$ cat src/rtl/core_ctrl_pkg.sv
// Shared types and constants for the core tile sequencer: FSM state encoding,
// bit positions of the 34-bit core instruction word, and the idle instruction.
package core_ctrl_pkg;

  localparam int INST_W = 34;
  localparam int ADDR_W = 11;

  typedef enum logic [3:0] {
    IDLE    = 4'd0,
    W_WR    = 4'd1,
    W_L0    = 4'd2,
    W_LOAD  = 4'd3,
    W_DRAIN = 4'd4,
    X_WR    = 4'd5,
    X_L0    = 4'd6,
    EXEC    = 4'd7,
    OFIFO   = 4'd8,
    DONE_ST = 4'd9
  } state_t;

  // Instruction word bit positions.
  localparam int B_ACC      = 33;
  localparam int B_CEN_P    = 32;
  localparam int B_WEN_P    = 31;
  localparam int B_AP_HI    = 30;
  localparam int B_AP_LO    = 20;
  localparam int B_CEN_X    = 19;
  localparam int B_WEN_X    = 18;
  localparam int B_AX_HI    = 17;
  localparam int B_AX_LO    = 7;
  localparam int B_OFIFO_RD = 6;
  localparam int B_IFIFO_WR = 5;
  localparam int B_IFIFO_RD = 4;
  localparam int B_L0_RD    = 3;
  localparam int B_L0_WR    = 2;
  localparam int B_EXEC     = 1;
  localparam int B_LOAD     = 0;

  // Both SRAMs deselected (active-low CEN/WEN high), everything else quiet.
  localparam logic [INST_W-1:0] INST_IDLE = 34'h1800C0000;

  // Named control fields before packing into the instruction word.
  typedef struct packed {
    logic              acc;
    logic              cen_p;
    logic              wen_p;
    logic [ADDR_W-1:0] a_p;
    logic              cen_x;
    logic              wen_x;
    logic [ADDR_W-1:0] a_x;
    logic              ofifo_rd;
    logic              ififo_wr;
    logic              ififo_rd;
    logic              l0_rd;
    logic              l0_wr;
    logic              execute;
    logic              load;
  } ctrl_t;

  localparam ctrl_t CTRL_IDLE = '{
    acc:      1'b0,
    cen_p:    1'b1,
    wen_p:    1'b1,
    a_p:      '0,
    cen_x:    1'b1,
    wen_x:    1'b1,
    a_x:      '0,
    ofifo_rd: 1'b0,
    ififo_wr: 1'b0,
    ififo_rd: 1'b0,
    l0_rd:    1'b0,
    l0_wr:    1'b0,
    execute:  1'b0,
    load:     1'b0
  };

endpackage

$ cat src/rtl/core_ctrl_inst_pack.sv
// Combinational packing of the named control fields into the core's 34-bit
// instruction word. Kept separate so the bit layout lives in one place.
module ctrl_inst_pack
  import core_ctrl_pkg::*;
(
  input  ctrl_t             ctrl_i,
  output logic [INST_W-1:0] inst_o
);

  // Place each field at its fixed position in the instruction word.
  always_comb begin
    inst_o                  = '0;
    inst_o[B_ACC]           = ctrl_i.acc;
    inst_o[B_CEN_P]         = ctrl_i.cen_p;
    inst_o[B_WEN_P]         = ctrl_i.wen_p;
    inst_o[B_AP_HI:B_AP_LO] = ctrl_i.a_p;
    inst_o[B_CEN_X]         = ctrl_i.cen_x;
    inst_o[B_WEN_X]         = ctrl_i.wen_x;
    inst_o[B_AX_HI:B_AX_LO] = ctrl_i.a_x;
    inst_o[B_OFIFO_RD]      = ctrl_i.ofifo_rd;
    inst_o[B_IFIFO_WR]      = ctrl_i.ififo_wr;
    inst_o[B_IFIFO_RD]      = ctrl_i.ififo_rd;
    inst_o[B_L0_RD]         = ctrl_i.l0_rd;
    inst_o[B_L0_WR]         = ctrl_i.l0_wr;
    inst_o[B_EXEC]          = ctrl_i.execute;
    inst_o[B_LOAD]          = ctrl_i.load;
  end

endmodule

$ cat src/rtl/core_ctrl.sv
// Tile sequencer in front of the core datapath. Streams one weight tile and
// then len activation vectors from the host into the X/W SRAMs, stages them
// into L0, runs kernel load and execute, then drains the OFIFO into psum SRAM
// at consecutive addresses and pulses done.
//
// Host handshake: a beat transfers on every rising edge where in_valid and
// in_ready are both high. in_ready depends only on the FSM state and counter
// (never on in_valid), so the host may hold in_valid high or insert gaps
// freely; in_data must be stable while in_valid is high.
//
// The instruction word, xw_mode, busy and done are registered: the controls
// decided in a cycle appear on the outputs one cycle later. D_xmem is a
// straight pass-through of in_data.
module core_ctrl
  import core_ctrl_pkg::*;
#(
  parameter int bw        = 4,
  parameter int row       = 8,
  parameter int col       = 8,
  parameter int ADD_WIDTH = 11,   // must match the 11-bit address fields of inst
  parameter int DRAIN_CYC = 16
) (
  input  logic                 clk,
  input  logic                 reset,
  input  logic                 start,
  input  logic [ADD_WIDTH-1:0] len,
  input  logic [ADD_WIDTH-1:0] w_base,
  input  logic [ADD_WIDTH-1:0] x_base,
  input  logic [ADD_WIDTH-1:0] p_base,
  input  logic                 in_valid,
  output logic                 in_ready,
  input  logic [row*bw-1:0]    in_data,
  input  logic                 ofifo_valid,
  output logic [INST_W-1:0]    inst,
  output logic                 xw_mode,
  output logic [row*bw-1:0]    D_xmem,
  output logic                 busy,
  output logic                 done,
  output state_t               dbg_state
);

  // Counter is one bit wider than an address so it can reach len (X_L0 runs
  // len+1 cycles) and col without overflow.
  localparam int            CW         = ADD_WIDTH + 1;
  localparam logic [CW-1:0] COL_N      = CW'(col);
  localparam logic [CW-1:0] COL_LAST   = CW'(col - 1);
  localparam logic [CW-1:0] DRAIN_LAST = CW'(DRAIN_CYC - 1);

  state_t               state_q, state_d;
  logic [CW-1:0]        cnt_q, cnt_d;
  logic [ADD_WIDTH-1:0] len_q, w_base_q, x_base_q, p_base_q;
  logic [INST_W-1:0]    inst_q, inst_d;
  logic                 xw_mode_q, xw_mode_d;
  logic                 busy_q, busy_d;
  logic                 done_q, done_d;
  ctrl_t                ctrl_d;
  logic [CW-1:0]        len_n, len_last;
  logic                 hs;

  assign len_n    = {1'b0, len_q};
  assign len_last = len_n - CW'(1);
  assign hs       = in_valid & in_ready;

  // Host-side ready: open only in the two SRAM write states while beats remain.
  always_comb begin
    in_ready = 1'b0;
    unique case (state_q)
      W_WR:    in_ready = (cnt_q < COL_N);
      X_WR:    in_ready = (cnt_q < len_n);
      default: in_ready = 1'b0;
    endcase
  end

  // State, counter, latched job parameters and registered outputs.
  always_ff @(posedge clk or negedge reset) begin
    if (!reset) begin
      state_q   <= IDLE;
      cnt_q     <= '0;
      len_q     <= '0;
      w_base_q  <= '0;
      x_base_q  <= '0;
      p_base_q  <= '0;
      inst_q    <= INST_IDLE;
      xw_mode_q <= 1'b0;
      busy_q    <= 1'b0;
      done_q    <= 1'b0;
    end else begin
      state_q   <= state_d;
      cnt_q     <= cnt_d;
      inst_q    <= inst_d;
      xw_mode_q <= xw_mode_d;
      busy_q    <= busy_d;
      done_q    <= done_d;
      if (state_q == IDLE && start) begin
        len_q    <= len;
        w_base_q <= w_base;
        x_base_q <= x_base;
        p_base_q <= p_base;
      end
    end
  end

  // Next-state and per-state counter; the counter clears on every transition.
  always_comb begin
    state_d = state_q;
    cnt_d   = cnt_q;
    unique case (state_q)
      IDLE: begin
        cnt_d = '0;
        if (start) state_d = W_WR;
      end
      W_WR: begin
        if (hs) begin
          if (cnt_q == COL_LAST) begin
            state_d = W_L0;
            cnt_d   = '0;
          end else begin
            cnt_d = cnt_q + CW'(1);
          end
        end
      end
      W_L0: begin
        if (cnt_q == COL_N) begin
          state_d = W_LOAD;
          cnt_d   = '0;
        end else begin
          cnt_d = cnt_q + CW'(1);
        end
      end
      W_LOAD: begin
        if (cnt_q == COL_LAST) begin
          state_d = W_DRAIN;
          cnt_d   = '0;
        end else begin
          cnt_d = cnt_q + CW'(1);
        end
      end
      W_DRAIN: begin
        if (cnt_q == DRAIN_LAST) begin
          state_d = (len_q == '0) ? DONE_ST : X_WR;
          cnt_d   = '0;
        end else begin
          cnt_d = cnt_q + CW'(1);
        end
      end
      X_WR: begin
        if (hs) begin
          if (cnt_q == len_last) begin
            state_d = X_L0;
            cnt_d   = '0;
          end else begin
            cnt_d = cnt_q + CW'(1);
          end
        end
      end
      X_L0: begin
        if (cnt_q == len_n) begin
          state_d = EXEC;
          cnt_d   = '0;
        end else begin
          cnt_d = cnt_q + CW'(1);
        end
      end
      EXEC: begin
        if (cnt_q == len_last) begin
          state_d = OFIFO;
          cnt_d   = '0;
        end else begin
          cnt_d = cnt_q + CW'(1);
        end
      end
      OFIFO: begin
        if (ofifo_valid) begin
          if (cnt_q == len_last) begin
            state_d = DONE_ST;
            cnt_d   = '0;
          end else begin
            cnt_d = cnt_q + CW'(1);
          end
        end
      end
      DONE_ST: begin
        state_d = IDLE;
        cnt_d   = '0;
      end
      default: begin
        state_d = IDLE;
        cnt_d   = '0;
      end
    endcase
  end

  // Control fields for this cycle; registered into inst/xw_mode/busy/done.
  // SRAM read data arrives one cycle after the read, so l0_wr trails the
  // xmem reads by one cycle in the L0 staging states.
  always_comb begin
    ctrl_d    = CTRL_IDLE;
    xw_mode_d = 1'b0;
    busy_d    = (state_q != IDLE);
    done_d    = (state_q == DONE_ST);
    unique case (state_q)
      W_WR: begin
        xw_mode_d = 1'b1;
        if (hs) begin
          ctrl_d.cen_x = 1'b0;
          ctrl_d.wen_x = 1'b0;
          ctrl_d.a_x   = w_base_q + cnt_q[ADD_WIDTH-1:0];
        end
      end
      W_L0: begin
        xw_mode_d = 1'b1;
        if (cnt_q < COL_N) begin
          ctrl_d.cen_x = 1'b0;
          ctrl_d.a_x   = w_base_q + cnt_q[ADD_WIDTH-1:0];
        end
        ctrl_d.l0_wr = (cnt_q != '0);
      end
      W_LOAD: begin
        ctrl_d.load  = 1'b1;
        ctrl_d.l0_rd = 1'b1;
      end
      X_WR: begin
        if (hs) begin
          ctrl_d.cen_x = 1'b0;
          ctrl_d.wen_x = 1'b0;
          ctrl_d.a_x   = x_base_q + cnt_q[ADD_WIDTH-1:0];
        end
      end
      X_L0: begin
        if (cnt_q < len_n) begin
          ctrl_d.cen_x = 1'b0;
          ctrl_d.a_x   = x_base_q + cnt_q[ADD_WIDTH-1:0];
        end
        ctrl_d.l0_wr = (cnt_q != '0);
      end
      EXEC: begin
        ctrl_d.execute = 1'b1;
        ctrl_d.l0_rd   = 1'b1;
      end
      OFIFO: begin
        // OFIFO read and psum write happen in the same cycle.
        if (ofifo_valid) begin
          ctrl_d.ofifo_rd = 1'b1;
          ctrl_d.cen_p    = 1'b0;
          ctrl_d.wen_p    = 1'b0;
          ctrl_d.a_p      = p_base_q + cnt_q[ADD_WIDTH-1:0];
        end
      end
      default: ;
    endcase
  end

  ctrl_inst_pack u_pack (
    .ctrl_i (ctrl_d),
    .inst_o (inst_d)
  );

  assign inst      = inst_q;
  assign xw_mode   = xw_mode_q;
  assign busy      = busy_q;
  assign done      = done_q;
  assign D_xmem    = in_data;
  assign dbg_state = state_q;

endmodule

$ cat config.mk
export PLATFORM = sky130hd
export DESIGN_NAME = core_ctrl
export DESIGN_NICKNAME = d
export VERILOG_FILES = /design/src/rtl/core_ctrl_pkg.sv /design/src/rtl/core_ctrl_inst_pack.sv /design/src/rtl/core_ctrl.sv
export SDC_FILE = /design/constraint.sdc
export NUM_CORES = 1
export LEC_CHECK = 0
export ABC_AREA = 1
export ABC_CLOCK_PERIOD_IN_PS = 2460
export CAP_MARGIN = 5
export CORE_UTILIZATION = 29
export CTS_CLUSTER_DIAMETER = 100
export DETAILED_ROUTE_END_ITERATION = 16
export GPL_TIMING_DRIVEN = 1
export SLEW_MARGIN = 40
export SYNTH_ARGS = -nofsm -noshare
export SYNTH_HDL_FRONTEND = slang
export SYNTH_HIERARCHICAL = 1
export SYNTH_SLANG_ARGS = --single-unit
$ cat constraint.sdc
create_clock -name clk -period 2.46 [get_ports clk]
set_clock_uncertainty 0.15 [all_clocks]
set_input_delay 0.615 -clock clk [delete_from_list [all_inputs] [get_ports clk]]
set_output_delay 0.615 -clock clk [all_outputs]
set_load 0.01 [all_outputs]
== Word-level counts from Yosys, hierarchy flattened ==
Index checks and enable logic that the tools add are counted.
Word-level totals
  bits of input ports: 81
  flip-flop bits (word level): 94
  logic and storage cells: 96
Operators by class
  reductions and logical operators: 10
  multiplexer cells: 42
  equal/unequal tests: 26
  bitwise operators: 1
  $lt $le $gt $ge: 2
  add/sub/neg operators: 5
Operators with widths (count)
  $mux W12: 8
  $pmux W12 S8: 1
  $mux W13: 4
  $mux W4: 13
  $pmux W11 S4: 1
  $pmux W4 S9: 1
  $add A11 B11 Y11: 3
  $eq A12 B4 Y1 const B: 2
  $ne A2 B2 Y1 const B: 12
  $mux W11: 2
  $eq A4 B3 Y1 const B: 4
  $add A12 B1 Y12 const B: 1
  $eq A12 B11 Y1: 1
  $eq A12 B12 Y1: 1
  $eq A12 B3 Y1 const B: 1
  $lt A12 B11 Y1: 1
  $lt A12 B4 Y1 const B: 1
  $reduce_and A12 Y1: 1
  $reduce_bool A12 Y1: 1
  $sub A11 B1 Y12 const B: 1
  $logic_not A11 Y1: 1
  $mux W1: 9
  $eq A4 B2 Y1 const B: 2
  $eq A4 B4 Y1 const B: 2
  other kinds (9): 12

== Longest topological paths before layout ==
  word-level depth: 5
  gate-level depth with buffers: 17
  gate-level depth less buffers: 17

== Cells and area by module ==
The synthesis kept the hierarchy.
By module, submodules not included
  core_ctrl: seq. area each 2432.3 um^2, cells each 737, area each 6291.0 um^2, times used 1
  ctrl_inst_pack: seq. area each 0.0 um^2, cells each 34, area each 255.2 um^2, times used 1

== Least setup slack after synthesis ==
Ideal clock, no wire load.
  path type: register to register
  start point: register cnt_q[3]
  end point: register inst_q[16] (netlist: inst[16])
  cell stages (with the launch flop): 14
  path slack: 0.326 ns
  required time: 2.249 ns
  data arrival time: 1.923 ns
  cell sequence: dfrtp_1 -> ha_1 -> nand2_1 -> inv_1 -> nand2_1 -> nand2_1 -> nand2_1 -> nand4_1 -> nand2_2 -> nand2_4 -> o22ai_1 -> inv_2 -> o22ai_1 -> buf_4
RTL lines
  from (decl): RTL line core_ctrl.sv:50  | logic [CW-1:0] cnt_q, cnt_d;
  from (signal assigned): RTL line core_ctrl.sv:89  | cnt_q <= cnt_d;
  to (signal assigned): RTL line core_ctrl.sv:90  | inst_q <= inst_d;
  to (decl): RTL line core_ctrl.sv:52  | logic [INST_W-1:0] inst_q, inst_d;

== Final worst setup path ==
  start point: register len_q[9]
  end point: output port in_ready
On the way
  longest elaborated chain between the ends: 2
Ends and longest elaborated chain
  from (decl): RTL line core_ctrl.sv:51  | logic [ADD_WIDTH-1:0] len_q, w_base_q, x_base_q, p_base_q;
  from (signal assigned): RTL line core_ctrl.sv:95  | len_q <= len;
  $lt A12 B11 Y1: RTL line core_ctrl.sv:69  | X_WR: in_ready = (cnt_q < len_n);
  $pmux W1 S2: RTL line core_ctrl.sv:67  | unique case (state_q)
  to (decl): RTL line core_ctrl.sv:31  | output logic in_ready,
Every way passes these cells.

==> metrics.json <==
{
  "outcome": {
    "outcome": "finished with violations",
    "failed_checks": "design-rule violations, negative setup slack"
  },
  "run": {
    "cap_viol_max_count": 0
  },
  "finish": {
    "most-common-layout-cells": "128 x nand2_1, 93 x dfrtp_1, 88 x clkdlybuf4s50_1",
    "num_antenna_cells": 0,
    "final_layout_size_suffix_gt1_frac": 0.245,
    "final_cell_area_um2": 8520,
    "nets": 1007,
    "postLayoutCoreUtil": 0.388,
    "synth_to_layout_area_growth_pct": 30.1,
    "finalNonFillerCells": 1164,
    "mostFrequentLayoutCell": "nand2_1"
  },
  "clock_network": {
    "tritoncts_clock_tree": "done",
    "cts_hold_repair.buffers": 0,
    "number_of_sinks_handled_by_clock_tree_synthesis": 97,
    "ctsHtreeMaxLevel": 3,
    "clkLatencyLatePin_ns": 0.36,
    "root_buffer": "clkbuf_16",
    "cts-buffers-inserted": 9,
    "cts_clk_pin_slew_worst_paths_ns": 0.07,
    "clock_path_buffers": 2
  },
  "critical_path": {
    "crit_path_max_incr_delay_ns": 0.38,
    "crit_slowest_cell": "dfrtp_1",
    "arrival_ns": 1.73,
    "regToRegSetupSlack_ns": 0.11,
    "critical_path_peak_fanout": 2,
    "cp_top_delay_family": "simple AND/OR/NAND/NOR gates",
    "path_buf_inv": 2,
    "critPathKind": "flop to output port",
    "required_ns": 1.69,
    "timing.critical_path.from_type": "flop",
    "cpMostUsedCell": "nand2_1",
    "worst_setup_path_end_kind": "output port",
    "critical_path.cell_chain": "inv_1, ha_4, nand2_1, nand2_1, a21oi_2, nand4_1, nand2_2, buf_6"
  },
  "die": {
    "dieWidth_um": 152,
    "std_cell_rows": 54,
    "die_y_um": 152,
    "top_level_ports": 155,
    "dieArea_um2": 23200,
    "initial_utilization": 0.298,
    "fp.coreArea_um2": 22000
  },
  "sta": {
    "setup-violations-final": 1,
    "final_period_minus_worst_setup_slack_ns": 2.50,
    "finalWorstSetupSlack_ns": -0.0370,
    "timing.final.hold_violations": 0,
    "finalCritPeriodShare": 1.02,
    "final_max_slew_viol_count": 0,
    "fin_tns_setup_ns": -0.0370,
    "setup_repair_after_global_routing_missed_its_margin": "yes",
    "maxClockFrequency_mhz": 400,
    "worst_hold_slack_ns": 0.0374
  },
  "power_and_ir_drop": {
    "power.total_mw": 9.01,
    "share_comb_of_total_power": 0.565,
    "p_per_area_nw_per_um2": 1060,
    "total_internal_power_mw": 5.19,
    "peakVddDrop_uv": 381,
    "power_frac_clock": 0.159,
    "cellLeakagePower_nw": 3.99,
    "power.sequential.fraction": 0.276,
    "total_switching_power_mw": 3.82,
    "sw_frac_of_total": 0.424
  },
  "grt": {
    "globalRouteOverflowTotal": 0,
    "grt_use_total": 0.152,
    "largest_net_degree_at_the_start_of_global_routing": 44,
    "antenna_found_initial": 0,
    "vias_in_the_first_global_route": 5354,
    "grt_pass1_wl_um": 27600
  },
  "detailed_routing": {
    "ant_nets": 0,
    "drt-total-wl_um": 17100,
    "detail_route.wl_per_cell_um": 14.7,
    "drc": 9,
    "number_of_vias_per_cell_after_detailed_routing": 4.56,
    "firstDrtPassIters": 10,
    "first_iter_violations": 236,
    "vias": 5305
  },
  "place": {
    "post-place-cells": 1135,
    "dp_slack_ns": -0.116,
    "detailedPlacementHpwl_um": 13200,
    "io_buffers": 90,
    "detailed_place.area_um2": 7800,
    "gpl.final_weighted_congestion": 0.852
  },
  "synth": {
    "asyncSetResetFlopFracSynth": 1.00,
    "ys_seq_elements": 97,
    "synth_flop_cell": "dfrtp_1",
    "post_synth_instance_area_um2": 6550,
    "yosysWarningCount": 6,
    "synth.lib_cells_used.distinct": 46,
    "synth-edff-count": 0,
    "syn-mean-instance-area_um2": 8.49,
    "ys_seq_area_frac": 0.372,
    "post_synth_inst_count": 771
  },
  "hold_path": {
    "worstHoldPathType": "primary input to asynchronous set/reset pin"
  }
}
## worst paths after layout
kind                              from           to  depth (start not counted)
max                           len_q[9]     in_ready                          8
min                              reset      inst[4]                          1
max reg2reg                   len_q[0]     cnt_q[8]                         14
min reg2reg                x_base_q[0]  x_base_q[0]                          1
max in group asynchronous        reset     inst[31]                          2
min in group clk           x_base_q[0]  x_base_q[0]                          1
## sequential cells by signal, summed over array words and instances, names as in the netlist
name       count
w_base_q      11
xw_mode        1
p_base_q      11
cnt_q         12
done           1
busy           1
inst          34
dbg_state      4
len_q         11
x_base_q      11
## cells by family after synthesis
| family | share of synthesized area |
|---|---|
| simple gates | 0.218 |
| fa+ha+maj | 0.0933 |
| buf+inv | 0.133 |
| xor+xnor | 0.0476 |
| other cells | 0.000573 |
| mux | 0.0533 |
| flops | 0.372 |
| compound gates | 0.0826 |
## synth_stat cells (all sizes together) (12+ instances only)
cell type | n | share of area
inv | 83 | 0.048
mux2 | 31 | 0.053
nand3 | 42 | 0.035
nand2 | 148 | 0.091
a21oi | 47 | 0.036
o22ai | 12 | 0.012
ha | 44 | 0.084
dfrtp | 93 | 0.36
nor2 | 80 | 0.054
buf | 73 | 0.083
o21ai | 17 | 0.015
nand4 | 17 | 0.017
xor2 | 27 | 0.036
nor3 | 16 | 0.015
## power by group through the flow
stage | combinational [mW] | sequential (mW) | clock, mW
floorplan | 3.01 | 2.55 | 0
global placement | 4.44 | 2.50 | 0
detailed placement | 4.48 | 2.51 | 0
CTS | 4.59 | 2.48 | 1.48
global route | 5.64 | 2.56 | 1.53
finish | 5.09 | 2.49 | 1.44
## metal layers
metal,vias up,GRT usage,wire (um)
met5,-,0,0
met4,0,0.0530,306
met3,18,0.0307,781
met2,109,0.245,7950
met1,2485,0.201,8080
li1,2693,-,-
## final cells by class
cell class | instances | area, um2
clock buffers | 10 | 239
clock inverters | 6 | 55.1
fillers | 2162 | 13400
inverters | 83 | 315
multi-input cells | 518 | 3550
flip-flops and latches | 97 | 2430
well taps | 280 | 350
repair buffers | 170 | 1580
## timing repair
item,CTS,global route
setup buffers,7,8
pin swaps,6,23
setup endpoints to repair,1,28
resized for setup,12,59
cloned,0,1
Power figures use the tool's default switching activity.
